**config.mk**
```make
export PLATFORM = sky130hd
export DESIGN_NAME = in_mapper_pq
export DESIGN_NICKNAME = d
export VERILOG_FILES = /design/src/rtl/spinn_pkt_pkg.sv /design/src/rtl/pkt_fifo.sv /design/src/rtl/in_mapper_pq.sv
export SDC_FILE = /design/constraint.sdc
export NUM_CORES = 1
export LEC_CHECK = 0
export ABC_AREA = 0
export CAP_MARGIN = 0
export CORE_MARGIN = 2
export CORE_UTILIZATION = 51
export DETAILED_ROUTE_END_ITERATION = 16
export PLACE_DENSITY_LB_ADDON = 0.2
export SLEW_MARGIN = 20
export SYNTH_ARGS = -nofsm -noshare
export SYNTH_HDL_FRONTEND = slang
export SYNTH_SLANG_ARGS = --single-unit
```
**constraint.sdc**
```tcl
create_clock -name clk -period 2.5 [get_ports clk]
set_input_delay 0.5 -clock clk [delete_from_list [all_inputs] [get_ports clk]]
set_output_delay 0.5 -clock clk [all_outputs]
set_load 0.01 [all_outputs]
```
**src/rtl/spinn_pkt_pkg.sv**
```systemverilog
// Shared SpiNNaker packet definitions: field offsets, control bit positions,
// the multicast type code, the dump FSM state type and the parity helper.
package spinn_pkt_pkg;

  // Full packet is {payload[71:40], key[39:8], ctrl[7:0]}
  localparam int PKT_WIDTH  = 72;
  localparam int CTRL_WIDTH = 8;
  localparam int KEY_WIDTH  = 32;
  localparam int PLD_WIDTH  = 32;
  localparam int CTRL_LSB   = 0;
  localparam int KEY_LSB    = 8;
  localparam int PLD_LSB    = 40;

  // Control byte layout
  localparam int PAR_BIT = 0;
  localparam int PLD_BIT = 1;
  localparam logic [5:0] MC_TYPE = 6'b00_0000;

  // Stall watchdog states of the input mapper
  typedef enum logic {
    RUN  = 1'b0,
    DUMP = 1'b1
  } dump_state_t;

  // Returns the parity bit that makes the XOR over the whole packet equal 1,
  // given a packet whose parity bit position is still 0.
  function automatic logic odd_parity(input logic [PKT_WIDTH-1:0] pkt);
    return ~(^pkt);
  endfunction

endpackage

```
**src/rtl/pkt_fifo.sv**
```systemverilog
// Parametrised circular first-word-fall-through FIFO with occupancy output.
// Depth need not be a power of two; pointers wrap explicitly at DEPTH-1.
// Writes while full and reads while empty are ignored internally.
module pkt_fifo #(
  parameter int WIDTH = 40,
  parameter int DEPTH = 4
) (
  input  logic                           clk,
  input  logic                           rst_n,
  input  logic                           wr_en,
  input  logic [WIDTH-1:0]               wr_data,
  input  logic                           rd_en,
  output logic [WIDTH-1:0]               rd_data,
  output logic                           full,
  output logic                           empty,
  output logic [$clog2(DEPTH+1)-1:0]     level
);

  localparam int PTR_W = (DEPTH > 1) ? $clog2(DEPTH) : 1;
  localparam int LVL_W = $clog2(DEPTH + 1);
  localparam logic [PTR_W-1:0] LAST_PTR = PTR_W'(DEPTH - 1);
  localparam logic [LVL_W-1:0] FULL_LVL = LVL_W'(DEPTH);

  logic [WIDTH-1:0] mem [DEPTH];
  logic [PTR_W-1:0] rd_ptr;
  logic [PTR_W-1:0] wr_ptr;
  logic [LVL_W-1:0] count;
  logic             do_wr;
  logic             do_rd;

  function automatic logic [PTR_W-1:0] ptr_inc(input logic [PTR_W-1:0] p);
    return (p == LAST_PTR) ? '0 : p + PTR_W'(1);
  endfunction

  // A full FIFO never takes a write, even when a read frees a slot that cycle
  assign full    = (count == FULL_LVL);
  assign empty   = (count == '0);
  assign do_wr   = wr_en & ~full;
  assign do_rd   = rd_en & ~empty;
  assign level   = count;
  assign rd_data = mem[rd_ptr];

  // Pointer and occupancy bookkeeping; reset empties the buffer at once
  always_ff @(posedge clk or negedge rst_n) begin
    if (!rst_n) begin
      rd_ptr <= '0;
      wr_ptr <= '0;
      count  <= '0;
    end else begin
      if (do_wr) begin
        wr_ptr <= ptr_inc(wr_ptr);
      end
      if (do_rd) begin
        rd_ptr <= ptr_inc(rd_ptr);
      end
      case ({do_wr, do_rd})
        2'b10:   count <= count + LVL_W'(1);
        2'b01:   count <= count - LVL_W'(1);
        default: count <= count;
      endcase
    end
  end

  // Storage array; contents are don't-care after reset so it has none
  always_ff @(posedge clk) begin
    if (do_wr) begin
      mem[wr_ptr] <= wr_data;
    end
  end

endmodule

```
**src/rtl/in_mapper_pq.sv**
```systemverilog
// AER-to-SpiNNaker input mapper: builds multicast packets with a runtime key
// prefix and odd parity, queues them in pkt_fifo, and dumps incoming events
// when the SpiNNaker side stalls longer than a programmable timeout.
// Optional macro IN_MAPPER_TIMESTAMP_EN adds a 32-bit timestamp payload.
module in_mapper_pq
  import spinn_pkt_pkg::*;
#(
  parameter int AER_WIDTH  = 32,
  parameter int FIFO_DEPTH = 4,
  parameter int TO_WIDTH   = 16
) (
  input  logic                              clk,
  input  logic                              rst_n,
  input  logic [31:0]                       cfg_key_prefix,
  input  logic [TO_WIDTH-1:0]               cfg_dump_timeout,
  input  logic                              cfg_cnt_clr,
  output logic                              dump_mode,
  output logic [31:0]                       drop_cnt,
  output logic [$clog2(FIFO_DEPTH+1)-1:0]   fifo_level,
  input  logic [AER_WIDTH-1:0]              iaer_data,
  input  logic                              iaer_vld,
  output logic                              iaer_rdy,
  output logic [PKT_WIDTH-1:0]              ipkt_data,
  output logic                              ipkt_vld,
  input  logic                              ipkt_rdy
);

  // Ones over the AER field; the prefix only contributes bits above it
  localparam logic [31:0] AER_MASK = 32'((64'd1 << AER_WIDTH) - 64'd1);

`ifdef IN_MAPPER_TIMESTAMP_EN
  localparam int FIFO_W = PKT_WIDTH;
`else
  localparam int FIFO_W = KEY_WIDTH + CTRL_WIDTH;
`endif

  logic [KEY_WIDTH-1:0]  key;
  logic [CTRL_WIDTH-1:0] ctrl;
  logic [FIFO_W-1:0]     wr_data;
  logic [FIFO_W-1:0]     rd_data;
  logic                  full;
  logic                  empty;
  logic                  wr_en;
  logic                  rd_en;
  logic                  drop;
  dump_state_t           state;
  logic [TO_WIDTH-1:0]   to_cnt;
  logic                  to_loaded;

  assign key = (cfg_key_prefix & ~AER_MASK) | 32'(iaer_data);

`ifdef IN_MAPPER_TIMESTAMP_EN
  logic [PLD_WIDTH-1:0] ts_cnt;

  // Free-running wrapping timestamp, captured into each packet at write time
  always_ff @(posedge clk or negedge rst_n) begin
    if (!rst_n) begin
      ts_cnt <= '0;
    end else begin
      ts_cnt <= ts_cnt + 32'd1;
    end
  end

  // Control byte with payload flag set; parity covers the timestamp as well
  always_comb begin
    ctrl                     = '0;
    ctrl[CTRL_WIDTH-1:2]     = MC_TYPE;
    ctrl[PLD_BIT]            = 1'b1;
    ctrl[PAR_BIT]            = odd_parity({ts_cnt, key, ctrl});
  end

  assign wr_data   = {ts_cnt, key, ctrl};
  assign ipkt_data = rd_data;
`else
  // Control byte without payload; parity is taken over a zero payload
  always_comb begin
    ctrl                     = '0;
    ctrl[CTRL_WIDTH-1:2]     = MC_TYPE;
    ctrl[PLD_BIT]            = 1'b0;
    ctrl[PAR_BIT]            = odd_parity({PLD_WIDTH'(0), key, ctrl});
  end

  assign wr_data   = {key, ctrl};
  assign ipkt_data = {PLD_WIDTH'(0), rd_data};
`endif

  // Handshakes: while dumping the mapper never back-pressures the AER side
  assign wr_en    = iaer_vld & ~full;
  assign rd_en    = ipkt_rdy & ~empty;
  assign drop     = iaer_vld & full & dump_mode;
  assign iaer_rdy = ~full | dump_mode;
  assign ipkt_vld = ~empty;

  pkt_fifo #(
    .WIDTH (FIFO_W),
    .DEPTH (FIFO_DEPTH)
  ) u_fifo (
    .clk     (clk),
    .rst_n   (rst_n),
    .wr_en   (wr_en),
    .wr_data (wr_data),
    .rd_en   (rd_en),
    .rd_data (rd_data),
    .full    (full),
    .empty   (empty),
    .level   (fifo_level)
  );

  // Stall watchdog: counter reloads on ipkt_rdy and counts down otherwise;
  // dump mode starts when it has run out and ends once SpiNNaker takes data
  always_ff @(posedge clk or negedge rst_n) begin
    if (!rst_n) begin
      state     <= RUN;
      dump_mode <= 1'b0;
      to_cnt    <= '0;
      to_loaded <= 1'b0;
    end else begin
      to_loaded <= 1'b1;
      if (!to_loaded || ipkt_rdy) begin
        to_cnt <= cfg_dump_timeout;
      end else if (to_cnt != '0) begin
        to_cnt <= to_cnt - TO_WIDTH'(1);
      end
      case (state)
        RUN: begin
          if (to_loaded && !ipkt_rdy && (to_cnt == '0) &&
              (cfg_dump_timeout != '0)) begin
            state     <= DUMP;
            dump_mode <= 1'b1;
          end
        end
        DUMP: begin
          if (ipkt_rdy || (cfg_dump_timeout == '0)) begin
            state     <= RUN;
            dump_mode <= 1'b0;
          end
        end
        default: begin
          state     <= RUN;
          dump_mode <= 1'b0;
        end
      endcase
    end
  end

  // Saturating count of events discarded in dump mode; clear wins
  always_ff @(posedge clk or negedge rst_n) begin
    if (!rst_n) begin
      drop_cnt <= '0;
    end else if (cfg_cnt_clr) begin
      drop_cnt <= '0;
    end else if (drop && (drop_cnt != 32'hFFFF_FFFF)) begin
      drop_cnt <= drop_cnt + 32'd1;
    end
  end

endmodule
```
==> reports/metrics.cfg <==
[clock_tree]
holdBufCountCts=0
cts_setup_buffers=0
clk_path_buf_depth=2
clk_pin_slew_worst_paths_ps=70
cts-buffers-inserted=17
h-tree-depth=4
clock_latency_ps=420
clkSinkCount=190
cts-root-buf=clkbuf_16
cts_tree=yes

[worst_setup_path]
critPathArrivalTime_ps=1930
path_class=reg2out
reg2reg_to=drop_cnt[15]
cp.required_ps=2000
timing.rr.start=u_fifo.level[1]
start_kind=flip-flop
regToRegSetupSlack_ps=190
reg2reg_depth=5
endpoint_kind=primary output
critical_path.max_fanout=5

[pwr]
ir_worst_vdd_v=0.000510
power_density_mw_per_mm2=901
total_power_mw=9.65
leakagePower_nw=3.83

[floorplanning]
die-area_sq_mm=0.0179
dieWidth_um=134
core_area_sq_mm=0.0165
ios=195
row_count=47
dieHeight_um=134
start_util_pct=52.0

[logic_synthesis]
ys_ff_latch=190
avgSynthCellArea_sq_um=14.3
syn_area_sq_mm=0.00859
synthCells=599
synth-async-reset-ratio_pct=30.5
yosys_warnings=0
yosysSeqAreaShare_pct=63.1
synth_edf_count=132
ys.flop_type=edfxtp_1
ys_types=52

[hold_path]
hp-class=in2async

[cells_and_area]
layout.nets=838
area_growth_pct=24.7
regArea_sq_mm=0.00542
n_antenna_cell=0
fill_cells=1219
multiInputGateArea_sq_mm=0.00289
drive_above_1_share_pct=15.1
postLayoutCoreUtil_pct=64.8

[sta]
rsz0062_at_grt=false
hold_viol=0
maxSlewViolCount=0
fin_crit_ps=2430
slew_headroom_pct=48.3
whs_ps=52.3
max_freq_mhz=411
tightest_slew_ps=775
fin_crit_sh_pct=97.4
finalSetupViolCount=0
finClkSkew_ps=6.61

[routing]
via_per_inst=5.47
ant_nets=0
num_vias=5346
drt_iter0_drc=293
drc_errors=0
drt_wl_total_um=17000
routedWlPerCell_um=17.4
dr.pass1.iters=7

[run]
cap_violations=0

[grt]
overflow=0
grt_pass1_wl_um=27300
antenna_found_initial=0
grt_pass1_vias=5409
grtUsageTotal_pct=19.6
grt_max_degree=38

[place]
port_buffers=123
gp_congestion=0.835
dp_hpwl_um=11100

[run_status]
status=finished, final reports clean

==> sequential cells by signal (all words and copies together) (netlist names) <==
signal         count
state              1
to_cnt            16
to_loaded          1
drop_cnt          32
u_fifo.level       3
u_fifo.rd_ptr      2
u_fifo.wr_ptr      2
dump_mode          1
u_fifo.mem       132
==> cell type report <==
class / instances / share of cell area [%]
clock buffer: 17 / 3.97
clock inverter: 15 / 1.31
inverter: 13 / 0.456
multi-input combinational: 373 / 27.0
sequential: 190 / 50.6
tap: 220 / 2.57
timing repair buffer: 149 / 14.2
==> kinds of logic after synthesis <==
| logic type | after synthesis | synth area share, % |
|---|---|---|
| AO/OA/AOI/OAI | 85 | 5.75 |
| XOR/XNOR | 47 | 4.79 |
| adder cells (fa/ha/maj) | 9 | 1.40 |
| buffers and inverters | 74 | 5.13 |
| flip-flops | 190 | 63.1 |
| multiplexers | 41 | 9.64 |
| other | 2 | 0.0874 |
| AND/OR/NAND/NOR | 151 | 10.1 |
==> synth_stat cells (2+ instances only) <==
| cell type | number | area (sq um) |
|---|---|---|
| nor2_1 | 16 | 60.1 |
| nand2_1 | 35 | 131 |
| a21oi_1 | 29 | 145 |
| nor4_2 | 2 | 25.0 |
| nand2b_1 | 2 | 12.5 |
| clkbuf_1 | 12 | 45.0 |
| nor3_1 | 10 | 50.1 |
| edfxtp_1 | 132 | 3960 |
| buf_4 | 39 | 293 |
| or3_1 | 21 | 131 |
| nand4_1 | 11 | 68.8 |
| a21o_1 | 2 | 15.0 |
| nand3_1 | 9 | 45.0 |
| nor2b_1 | 3 | 18.8 |
| and3_2 | 4 | 30.0 |
| or3_2 | 4 | 30.0 |
| dfrtp_1 | 58 | 1450 |
| buf_2 | 4 | 20.0 |
| buf_1 | 4 | 15.0 |
| mux2_2 | 4 | 45.0 |
| nor4_1 | 10 | 62.6 |
| and3_1 | 3 | 18.8 |
| conb_1 | 2 | 7.51 |
| o21ai_0 | 32 | 160 |
| xor2_1 | 8 | 70.1 |
| mux2i_1 | 4 | 40.0 |
| inv_1 | 13 | 48.8 |
| ha_1 | 8 | 100 |
| a31oi_1 | 4 | 25.0 |
| o31ai_1 | 12 | 90.1 |
| mux4_2 | 33 | 743 |
| xnor2_1 | 39 | 342 |
| or4_1 | 11 | 82.6 |
==> metrics by stage <==
stage,TNS (ps),area [sq um],cells,worst slack (ps)
floorplan,0,8730,637,147
global placement,0,10100,944,75.6
detailed placement,0,10100,944,13.5
CTS,-235,10700,976,-65.5
global route,0,10700,977,11.1
finish,0,10700,977,65.1
==> critical path: stages, from the launching register on <==
cell and delay (ps):
dfrtp_1 380, buf_4 150, or3_2 490, clkdlybuf4s50_1 500
==> repair_timing <==
| item | 4_1_cts | 5_1_grt |
|---|---|---|
| endpoints found under the setup margin | 33 | 16 |
| cloned | 0 | 1 |
| resized for setup | 29 | 8 |
| endpoints found under the hold margin | 0 | 0 |
==> placed cells by master, fill, tap and decap left out, types with 3 or more instances in the layout <==
cell / count
clkbuf_16: 18
nor2_1: 16
clkdlybuf4s50_1: 89
nor4_1: 9
xor2_1: 8
conb_1: 40
clkinvlp_4: 7
dlygate4sd2_1: 27
mux4_2: 33
dfrtp_1: 57
nor4_2: 3
nand3_1: 9
a31oi_1: 4
nand2_1: 35
inv_1: 13
edfxtp_1: 132
or4_1: 11
o21ai_0: 32
and3_1: 3
nor2b_1: 3
nand4_1: 11
buf_12: 7
mux2_2: 4
buf_4: 17
ha_1: 8
xnor2_1: 39
o31ai_1: 11
and3_2: 4
mux2i_1: 4
dlymetal6s2s_1: 6
nor3_1: 10
or3_1: 21
a21oi_1: 29
or3_2: 4
==> per-layer routing <==
layer / vias to the layer above / part of all wire, % / GRT usage (%)
met2: 151 / 50 / 32.6
met5: - / 0 / 0
met1: 2678 / 44 / 26.0
met4: 0 / 1.2 / 5.67
met3: 16 / 4.9 / 4.45
li1: 2501 / - / -
==> how the worst max path moves through the flow <==
stage	start	end	slack (ps)	cells after the start
after floorplan	u_fifo.rd_ptr[0]	ipkt_data[11]	150	3
after global placement	iaer_vld	drop_cnt[7]	80	7
after detailed placement	iaer_vld	drop_cnt[25]	10	6
after CTS	u_fifo.rd_ptr[0]	ipkt_data[33]	-70	3
after global routing	u_fifo.level[1]	ipkt_vld	10	3
final	u_fifo.level[1]	ipkt_vld	70	3
==> power breakdown <==
group	internal [mW]	switching (mW)
registers	3.97	0.172
logic	1.51	1.43
clock network	1.39	1.17
total	6.87	2.78
No activity file was read; power rests on OpenSTA's default activity.
